<file path="config.mk">
export PLATFORM = sky130hd
export DESIGN_NAME = armleocpu_writeback
export DESIGN_NICKNAME = d
export VERILOG_FILES = /design/src/rtl/armleocpu_writeback.sv
export SDC_FILE = /design/constraint.sdc
export NUM_CORES = 1
export LEC_CHECK = 0
export BUFFER_PORTS_ARGS = -buffer_cell sky130_fd_sc_hd__buf_2
export CAP_MARGIN = 20
export CORE_MARGIN = 5
export CORE_UTILIZATION = 52
export DETAILED_ROUTE_END_ITERATION = 8
export MAX_ROUTING_LAYER = met4
export PLACE_DENSITY = 0.81
export SETUP_SLACK_MARGIN = 0.05
export SLEW_MARGIN = 15
export SYNTH_ARGS = -nofsm -noshare
export SYNTH_HDL_FRONTEND = slang
export SYNTH_SLANG_ARGS = --single-unit
</file>
<file path="constraint.sdc">
create_clock -name clk -period 4.3 [get_ports clk]
set_clock_uncertainty 0.1 [all_clocks]
set_input_delay 0.86 -clock clk [delete_from_list [all_inputs] [get_ports clk]]
set_output_delay 0.86 -clock clk [all_outputs]
set_load 0.01 [all_outputs]
</file>
<file path="src/rtl/armleocpu_writeback.sv">
// Writeback arbiter and destination scoreboard: merges ALU and long-unit results into the
// single register-file write port. Optional decode bypass under ARMLEOCPU_WB_BYPASS_EN.
module armleocpu_writeback (
    input  logic        clk,
    input  logic        rst,

    input  logic        alu_valid,
    output logic        alu_ready,
    input  logic [4:0]  alu_rd_addr,
    input  logic [31:0] alu_rd_wdata,

    input  logic        lu_issue,
    output logic        lu_issue_ready,
    input  logic [4:0]  lu_issue_rd,

    input  logic        lu_valid,
    output logic        lu_ready,
    input  logic [4:0]  lu_rd_addr,
    input  logic [31:0] lu_rd_wdata,

    output logic        rd_write,
    output logic [4:0]  rd_addr,
    output logic [31:0] rd_wdata,

    input  logic [4:0]  rs1_addr,
    input  logic [4:0]  rs2_addr,
    output logic        rs1_hazard,
    output logic        rs2_hazard
`ifdef ARMLEOCPU_WB_BYPASS_EN
    ,
    output logic        rs1_fwd,
    output logic [31:0] rs1_fwd_data,
    output logic        rs2_fwd,
    output logic [31:0] rs2_fwd_data
`endif
);

    // Handshakes: a transfer fires on a rising edge where valid && ready are both high.
    // Valid must not depend on ready; ready may depend on valid and internal state only.

    typedef enum logic {
        GRANT_ALU = 1'b0,
        GRANT_LU  = 1'b1
    } grant_t;

    grant_t      last_conflict_grant;
    logic [31:0] pending;
    logic [31:0] pending_next;

    logic        alu_eligible;
    logic        lu_eligible;
    logic        conflict;
    logic        grant_lu;
    logic        grant_alu;
    logic        alu_fire;
    logic        lu_fire;
    logic        issue_fire;

    logic        rs1_stage_match;
    logic        rs2_stage_match;

    // Bit 0 is tied to zero, so x0 never stalls, never blocks issue, never raises a hazard.
    always_comb begin
        alu_eligible   = alu_valid && !pending[alu_rd_addr];
        lu_eligible    = lu_valid;
        conflict       = alu_eligible && lu_eligible;
        grant_lu       = lu_eligible && (!alu_eligible || (last_conflict_grant == GRANT_ALU));
        grant_alu      = alu_eligible && !grant_lu;

        alu_ready      = !rst && grant_alu;
        lu_ready       = !rst && grant_lu;
        lu_issue_ready = !rst && !pending[lu_issue_rd];

        alu_fire       = alu_valid && alu_ready;
        lu_fire        = lu_valid && lu_ready;
        issue_fire     = lu_issue && lu_issue_ready;
    end

    // Set after clear so a same-register set/clear in one cycle leaves the bit set.
    always_comb begin
        pending_next = pending;
        if (lu_fire)
            pending_next[lu_rd_addr] = 1'b0;
        if (issue_fire)
            pending_next[lu_issue_rd] = 1'b1;
        pending_next[0] = 1'b0;
    end

    always_ff @(posedge clk) begin
        if (rst) begin
            pending             <= 32'd0;
            last_conflict_grant <= GRANT_ALU;
            rd_write            <= 1'b0;
            rd_addr             <= 5'd0;
            rd_wdata            <= 32'd0;
        end else begin
            pending <= pending_next;
            if (conflict)
                last_conflict_grant <= grant_lu ? GRANT_LU : GRANT_ALU;
            if (lu_fire) begin
                rd_write <= (lu_rd_addr != 5'd0);
                rd_addr  <= lu_rd_addr;
                rd_wdata <= lu_rd_wdata;
            end else if (alu_fire) begin
                rd_write <= (alu_rd_addr != 5'd0);
                rd_addr  <= alu_rd_addr;
                rd_wdata <= alu_rd_wdata;
            end else begin
                rd_write <= 1'b0;
            end
        end
    end

    always_comb begin
        rs1_stage_match = rd_write && (rd_addr == rs1_addr) && (rs1_addr != 5'd0);
        rs2_stage_match = rd_write && (rd_addr == rs2_addr) && (rs2_addr != 5'd0);
    end

`ifdef ARMLEOCPU_WB_BYPASS_EN
    always_comb begin
        rs1_hazard   = !rst && pending[rs1_addr];
        rs2_hazard   = !rst && pending[rs2_addr];
        rs1_fwd      = !rst && rs1_stage_match;
        rs2_fwd      = !rst && rs2_stage_match;
        rs1_fwd_data = rd_wdata;
        rs2_fwd_data = rd_wdata;
    end
`else
    // Without bypass the value being written this cycle is not yet readable.
    always_comb begin
        rs1_hazard = !rst && (pending[rs1_addr] || rs1_stage_match);
        rs2_hazard = !rst && (pending[rs2_addr] || rs2_stage_match);
    end
`endif

endmodule

</file>
== Word-level counts from Yosys, hierarchy flattened ==
Cells that the tools add are included.

* Bits in latches: 0
* Input port bits: 94
* RAM bits: 0
* Bits in read-only memories: 0
* Register bits after elaboration: 71
* Output and inout port bits: 43
* Logic and storage cells: 71
* Memories kept: 0

* Shift-type cells: 0
* Muxes and demuxes: 21
* Magnitude comparators: 7
* Div/mod/pow operators: 0
* Add/sub/neg operators: 0
* Multiply operators: 0
* Reductions and logical operators: 31
* Eq/ne operators: 2
* Bitwise gates (word level): 4

{| class="wikitable"
|+ Operators by type and width
! kind !! count
|-
| 32-bit two-way mux || 4
|-
| 32-bit bitwise AND || 1
|-
| 32-bit NOT || 1
|-
| 32-bit OR || 1
|-
| 5-bit by 6-bit < comparator with 1-bit output (second input constant) || 5
|-
| 1-bit binary-select mux with 5-bit select || 4
|-
| 5-bit nonzero test || 4
|-
| 1-bit logical AND || 18
|-
| 1-bit demux with 5-bit select || 2
|-
| 5-bit equality test || 2
|-
| 5-bit by 1-bit greater-or-equal comparator with 1-bit output (second input constant) || 2
|-
| 5-bit two-way mux || 2
|-
| 1-bit two-way mux || 9
|-
| 1-bit zero test || 5
|-
| 1-bit logical OR || 3
|-
| 2-bit nonzero test || 1
|-
| 1-bit NOT || 1
|}

== Depth between registers and ports, before layout ==
Gate-level depths: netlist (run 1).

* Word-level depth: 13
* Gate-level depth with buffers: 12
* Gate-level depth less buffers: 8

== Worst setup path after synthesis (run 1) ==
OpenSTA, ideal clock, no wires.

* Kind: input to output
* Start point: input lu_issue_rd[0]
* End point: output lu_issue_ready
* Data required time: 3.340 ns
* Cell stages on the path: 5
* Setup slack: 0.450 ns
* Arrival time: 2.890 ns
* Path buffers: 1
* Path through: clkbuf_1 > mux4_2 > a311oi_1 > nor2_1 > a2111oi_0

* Longest elaborated chain between the ends: 4

{| class="wikitable"
|+ RTL lines
! what !! line !! text
|-
| start: declaration || 14 || <nowiki>input logic [4:0] lu_issue_rd,</nowiki>
|-
| 1-bit binary-select mux with 5-bit select || 72 || <nowiki>lu_issue_ready = !rst && !pending[lu_issue_rd];</nowiki>
|-
| 1-bit two-way mux (implied by the code) || 72 ||
|-
| 1-bit zero test || 72 ||
|-
| 1-bit logical AND || 72 ||
|-
| end: declaration || 13 || <nowiki>output logic lu_issue_ready,</nowiki>
|}

No other way between the ends. The select of a mux whose other input is x is not followed.

== Final worst setup path (run 1) ==
* Start point: input alu_rd_addr[0]
* End point: output lu_ready

* Longest elaborated chain between the ends: 8

{| class="wikitable"
|+ RTL lines
! what !! line !! text
|-
| start: declaration || 9 || <nowiki>input logic [4:0] alu_rd_addr,</nowiki>
|-
| 1-bit binary-select mux with 5-bit select || 64 || <nowiki>alu_eligible = alu_valid && !pending[alu_rd_addr];</nowiki>
|-
| 1-bit two-way mux (implied by the code) || 64 ||
|-
| 1-bit zero test || 64 ||
|-
| 1-bit logical AND || 64 ||
|-
| 1-bit zero test || 67 || <nowiki>grant_lu = lu_eligible && (!alu_eligible || (last_conflict_grant == GRANT_ALU));</nowiki>
|-
| 1-bit logical OR || 67 ||
|-
| 1-bit logical AND || 67 ||
|-
| 1-bit logical AND || 71 || <nowiki>lu_ready = !rst && grant_lu;</nowiki>
|-
| end: declaration || 17 || <nowiki>output logic lu_ready,</nowiki>
|}

No other way between the ends. The select of a mux whose other input is x is not followed.

==> results.py, run 1 <==
metrics = {
    "outcome": {
        "status": "completed",
    },
    "routing": {
        "wl_per_cell_um": 19.6,
        "dr_total_vias": 4495,
        "drt_pre_antenna_iters": 5,
        "dr.first_iter.drc_count": 392,
        "remaining_drc_errors": 0,
        "viasPerCell": 6.38,
        "routed_wl_um": 13800,
        "ant_nets": 0,
    },
    "global_route": {
        "track_usage_pct": 26.7,
        "grt_pass1_wl_um": 21600,
        "grt_max_degree": 106,
        "overflow": 0,
        "grt_pass1_vias": 4501,
        "antenna_found_initial": 0,
    },
    "place": {
        "hpwl_um": 10000,
        "port_buffers": 136,
        "gp_congestion": 1.00,
        "post-place-ws_ps": 543,
    },
    "logic_synthesis": {
        "syn_nets": 578,
        "synth_edf_count": 0,
        "syn_area_per_cell_sq_um": 9.22,
        "syn_area_sq_um": 4460,
        "seq_area_frac_synth_pct": 31.4,
        "ys.flop_type": "dfxtp_1",
        "postSynthCellCount": 484,
        "async_reset_ff_share_pct": 0,
        "synthDistinctLibCells": 47,
        "ys.warnings.count": 0,
        "synth_seq_cells": 70,
    },
    "setup_path": {
        "required_ps": 3340,
        "crit_fanout": 14,
        "critPathMostFrequentCell": "buf_2",
        "crit_type": "in -> out",
        "crit_slowest_cell": "mux4_2",
        "critPathCaptureType": "primary output",
        "slowest_delay_ps": 550,
        "worstPathCellList": "buf_2, mux4_2, mux2_2, a21o_1, o21ai_1, a41o_4, inv_1, buf_2",
        "cp-start-kind": "input port",
        "cp.arrival_ps": 2810,
    },
    "clocking": {
        "cts_resized": 0,
        "cts-hold-fix-buffers": 0,
        "clock_latency_ps": 340,
        "cts_sinks": 70,
        "cts_made_buffers": 9,
        "htree_levels": 3,
        "path_clk_slew_ps": 80,
        "cts_root_buf": "clkbuf_8",
        "cts_setup_buffers": 0,
        "cts_tree": "yes",
        "ctsLongestPathBuffers": 2,
    },
    "finish": {
        "nNetsFinal": 688,
        "layout-drive-gt1-share_pct": 38.9,
        "areaGrowthSynthToFinish_pct": 18.6,
        "antenna_cells": 0,
    },
    "timing": {
        "fin_ws_ps": 530,
        "hold_viol": 0,
        "max_freq_mhz": 265,
        "worst_pin_slew_ps": 516,
        "rsz0062_at_grt": "no",
        "setup_tns_ps": 0,
        "setup_viol": 0,
        "slew_headroom_pct": 65.3,
        "finalCritPeriodShare_pct": 87.7,
        "fin_crit_ps": 3770,
        "drv_slew": 0,
    },
    "die": {
        "core_region_area_sq_um": 8300,
        "fp.dieH_um": 103,
        "design.portCount": 137,
        "die_area_sq_um": 10500,
        "start_util_pct": 53.8,
        "die_w_um": 103,
        "rows": 33,
    },
    "job": {
        "max_cap_violations": 0,
    },
    "pwr": {
        "power.density_nw_per_um2": 285,
        "power_leakage_uw": 0.00205,
        "vdd_drop_max_mv": 0.146,
    },
    "hold_path": {
        "min-delay-path-class": "reg -> reg",
    },
}
==> cells by family (layout without fill, tap and decap cells) <==
logic type	Yosys count	after routing	synth area share, %
muxes	41	41	17.3
buffers and inverters	56	171	6.45
DFF	70	70	31.4
and+or+nand+nor	183	183	18.2
xor gates and xnor gates	8	8	1.57
AOI/OAI and AO/OA	126	126	25.0
==> routing by layer <==
metal	share of wire, %	track usage (%)	vias to the layer above
met1	39	32.6	2157
met2	50	44.8	245
met3	9.0	4.47	32
met5	0	-	-
met4	2.3	8.68	0
li1	-	-	2061
==> critical path, delay by kind of cell <==
| family | cells | cell delay (ps) |
|---|---|---|
| mux | 2 | 850 |
| compound gates | 3 | 600 |
| buf+inv | 3 | 490 |
==> cells in the mapped netlist (3+ instances only) <==
cell type | number | area, sq um
nand2_1 | 89 | 334
dfxtp_1 | 70 | 1400
nor2_1 | 45 | 169
o21ai_0 | 33 | 165
a311oi_2 | 30 | 450
mux4_2 | 28 | 631
o311ai_0 | 28 | 245
clkbuf_1 | 19 | 71.3
inv_1 | 11 | 41.3
buf_2 | 10 | 50.1
mux2_2 | 10 | 113
a21oi_1 | 8 | 40.0
a311oi_1 | 8 | 70.1
nor3_1 | 8 | 40.0
nand3_1 | 7 | 35.0
buf_6 | 6 | 67.6
nor2b_1 | 6 | 37.5
buf_4 | 5 | 37.5
buf_1 | 4 | 15.0
nand2b_1 | 4 | 25.0
nand4_1 | 4 | 25.0
o22ai_1 | 4 | 25.0
xnor2_1 | 4 | 35.0
xor2_1 | 4 | 35.0
mux2i_1 | 3 | 30.0
nand3b_1 | 3 | 22.5
nor3b_1 | 3 | 22.5
nor4_1 | 3 | 18.8
o32ai_1 | 3 | 26.3
or3_1 | 3 | 18.8
==> report_power, final <==
| group | total [uW] | switching (uW) | internal, uW |
|---|---|---|---|
| sequential | 707 | 26.1 | 681 |
| combinational | 306 | 177 | 129 |
| clock | 496 | 268 | 228 |
==> registers in the layout, summed over array words and instances (netlist names) <==
register and count:
rd_addr 5, pending 31, rd_wdata 32, rd_write 1, last_conflict_grant 1
==> worst paths after layout <==
check	from	endpoint	slack, ps	cells after the start
hold / removal	rd_wdata[2]	rd_wdata[2]	390	2
hold reg to reg	rd_wdata[2]	rd_wdata[2]	390	2
setup reg to reg	pending[13]	pending[2]	1450	8
setup / recovery	alu_rd_addr[0]	lu_ready	530	8
==> layout make-up <==
type / instances / area (sq um)
Fill cell: 711 / 3010
Multi-Input combinational cell: 358 / 2790
Sequential cell: 70 / 1400
Timing Repair Buffer: 143 / 746
Clock buffer: 10 / 138
Tap cell: 105 / 131
Clock inverter: 6 / 46.3
Inverter: 12 / 46.3
==> metrics by stage <==
stage	area [sq um]	hold WS, ps	utilization (%)	instances	total power [uW]
2_1_floorplan	4460	389	-	484	911
3_3_place_gp	5110	370	61.6	688	1010
3_5_place_dp	5110	379	61.6	688	1030
4_1_cts	5290	391	63.8	704	1510
5_1_grt	5290	405	63.8	704	1570
6_report	5290	388	63.8	704	1510
==> placed cells by master, fill, tap and decap left out, types with 4 or more instances in the layout <==
master    netlist  final
xor2_1          4      4
a311oi_2       30     30
xnor2_1         4      4
mux4_2         28     28
nor2_1         45     45
nor3_1          8      8
a21oi_1         8      8
a311oi_1        8      8
nand2b_1        4      4
o21ai_0        33     33
buf_4           5      6
o311ai_0       28     28
nand4_1         4      4
nand3_1         7      7
clkbuf_8        0     10
dfxtp_1        70     70
mux2_2         10     10
buf_2          10    136
nand2_1        89     89
nor2b_1         6      6
o22ai_1         4      4
inv_1          11     11
Power figures use the tool's default switching activity.
==> run 2: changes to the inputs <==
==> constraint.sdc (replaced) <==
create_clock -name clk -period 3.5 [get_ports clk]
set_clock_uncertainty 0.1 [all_clocks]
set_input_delay 0.7 -clock clk [delete_from_list [all_inputs] [get_ports clk]]
set_output_delay 0.7 -clock clk [all_outputs]
set_load 0.01 [all_outputs]
==> results.py, run 2 (synthesized netlist as in run 1, its figures left out) <==
metrics = {
    "routing": {
        "remaining_drc_errors": 0,
        "dr.first_iter.drc_count": 386,
        "routed_wl_um": 13600,
        "wl_per_cell_um": 19.3,
        "dr_total_vias": 4508,
        "ant_nets": 0,
        "drt_pre_antenna_iters": 5,
        "viasPerCell": 6.39,
    },
    "die": {
        "die_w_um": 103,
        "rows": 33,
        "start_util_pct": 53.8,
        "core_region_area_sq_um": 8300,
        "die_area_sq_um": 10500,
        "fp.dieH_um": 103,
        "design.portCount": 137,
    },
    "timing": {
        "rsz0062_at_grt": "no",
        "setup_viol": 0,
        "finalCritPeriodShare_pct": 93.8,
        "drv_slew": 0,
        "fin_crit_ps": 3280,
        "worst_pin_slew_ps": 676,
        "setup_tns_ps": 0,
        "hold_viol": 0,
        "slew_headroom_pct": 54.9,
        "max_freq_mhz": 304,
    },
    "place": {
        "hpwl_um": 9720,
        "gp_congestion": 0.945,
        "port_buffers": 136,
    },
    "setup_path": {
        "crit_buf_inv": 2,
        "critPathCaptureType": "primary output",
        "critPathTopFamily": "multiplexers",
        "cp-start-kind": "input port",
        "worstPathCellList": "clkbuf_4, mux4_2, mux2_2, and3b_1, a2111oi_1, buf_2",
        "crit_fanout": 13,
        "slowest_delay_ps": 510,
        "cp.arrival_ps": 2480,
        "required_ps": 2700,
        "crit_slowest_cell": "mux4_2",
        "crit_type": "in -> out",
    },
    "finish": {
        "antenna_cells": 0,
        "regMostFlops": "rd_wdata",
        "largest_register_ff_count": 32,
        "nNetsFinal": 689,
        "final_common_cell": "buf_2",
        "reg_top3": "rd_wdata (32), pending (31), rd_addr (5)",
        "fin_util_pct": 64.4,
        "layout-drive-gt1-share_pct": 39.0,
        "areaGrowthSynthToFinish_pct": 19.8,
        "mostFrequentLayoutCells": "135 x buf_2, 89 x nand2_1, 70 x dfxtp_1",
        "n_fill_cell": 700,
    },
    "global_route": {
        "grt_max_degree": 106,
        "grt_pass1_wl_um": 21200,
        "antenna_found_initial": 0,
        "overflow": 0,
        "grt_pass1_vias": 4327,
        "track_usage_pct": 26.3,
    },
    "pwr": {
        "power.density_nw_per_um2": 374,
        "vdd_drop_max_mv": 0.229,
        "power_leakage_uw": 0.00208,
    },
    "clocking": {
        "cts_setup_buffers": 0,
        "cts_root_buf": "clkbuf_8",
        "cts_sinks": 70,
        "htree_levels": 3,
        "cts_tree": "yes",
        "cts-hold-fix-buffers": 0,
        "ctsLongestPathBuffers": 2,
        "clock_latency_ps": 350,
        "cts_resized": 0,
        "path_clk_slew_ps": 80,
        "cts_made_buffers": 9,
    },
    "outcome": {
        "status": "completed",
    },
    "hold_path": {
        "min-delay-path-class": "reg -> reg",
    },
    "job": {
        "max_cap_violations": 0,
    },
}
## run 2: layer usage
| layer | wire length, um | track usage, % | part of all wire, % |
|---|---|---|---|
| met4 | 388 | 9.99 | 2.9 |
| met2 | 6560 | 41.7 | 48 |
| met3 | 1350 | 4.80 | 9.9 |
| met1 | 5300 | 33.4 | 39 |
| met5 | 0 | - | 0 |
## run 2: worst reg2reg max path: stages, from the launching register on
cell and delay, ps:
dfxtp_1 370, mux4_2 490, mux2_2 310, a21o_1 210, o21ai_1 130, a41o_4 260, buf_12 380, nor3b_1 160
o32ai_1 260
## run 2: final timing paths
kind	startpoint	end	slack, ps	cells past startpoint
worst max-delay path	lu_issue_rd[0]	lu_issue_ready	220	6
worst min-delay path	rd_wdata[4]	rd_wdata[4]	380	2
worst max register to register	pending[13]	pending[3]	730	8
worst min register to register	rd_wdata[4]	rd_wdata[4]	380	2
## run 2: power by group
part           switching [uW]  total, uW  internal (uW)
Combinational             214        374            160
Clock                     349        759            410
Sequential               31.9        868            836
Total                     595       2000           1410
## run 2: metrics by stage
stage | cells | hold slack [ps] | total power [uW] | worst slack, ps | area, sq um
detailed placement | 689 | 371 | 1260 | 123 | 5120
global route | 705 | 420 | 2090 | 71.1 | 5350
CTS | 705 | 385 | 2010 | 112 | 5350
finish | 705 | 384 | 2000 | 216 | 5350
global placement | 689 | 368 | 1250 | 168 | 5120
floorplan | 484 | 389 | 1120 | 87.2 | 4460
## run 2: area by class of cell
class	instances	area (sq um)	area share (%)
multi-input combinational	358	2790	52.1
clock buffer	9	124	2.32
inverter	12	46.3	0.866
sequential	70	1400	26.2
tap	105	131	2.46
timing repair buffer	144	756	14.1
clock inverter	7	103	1.92
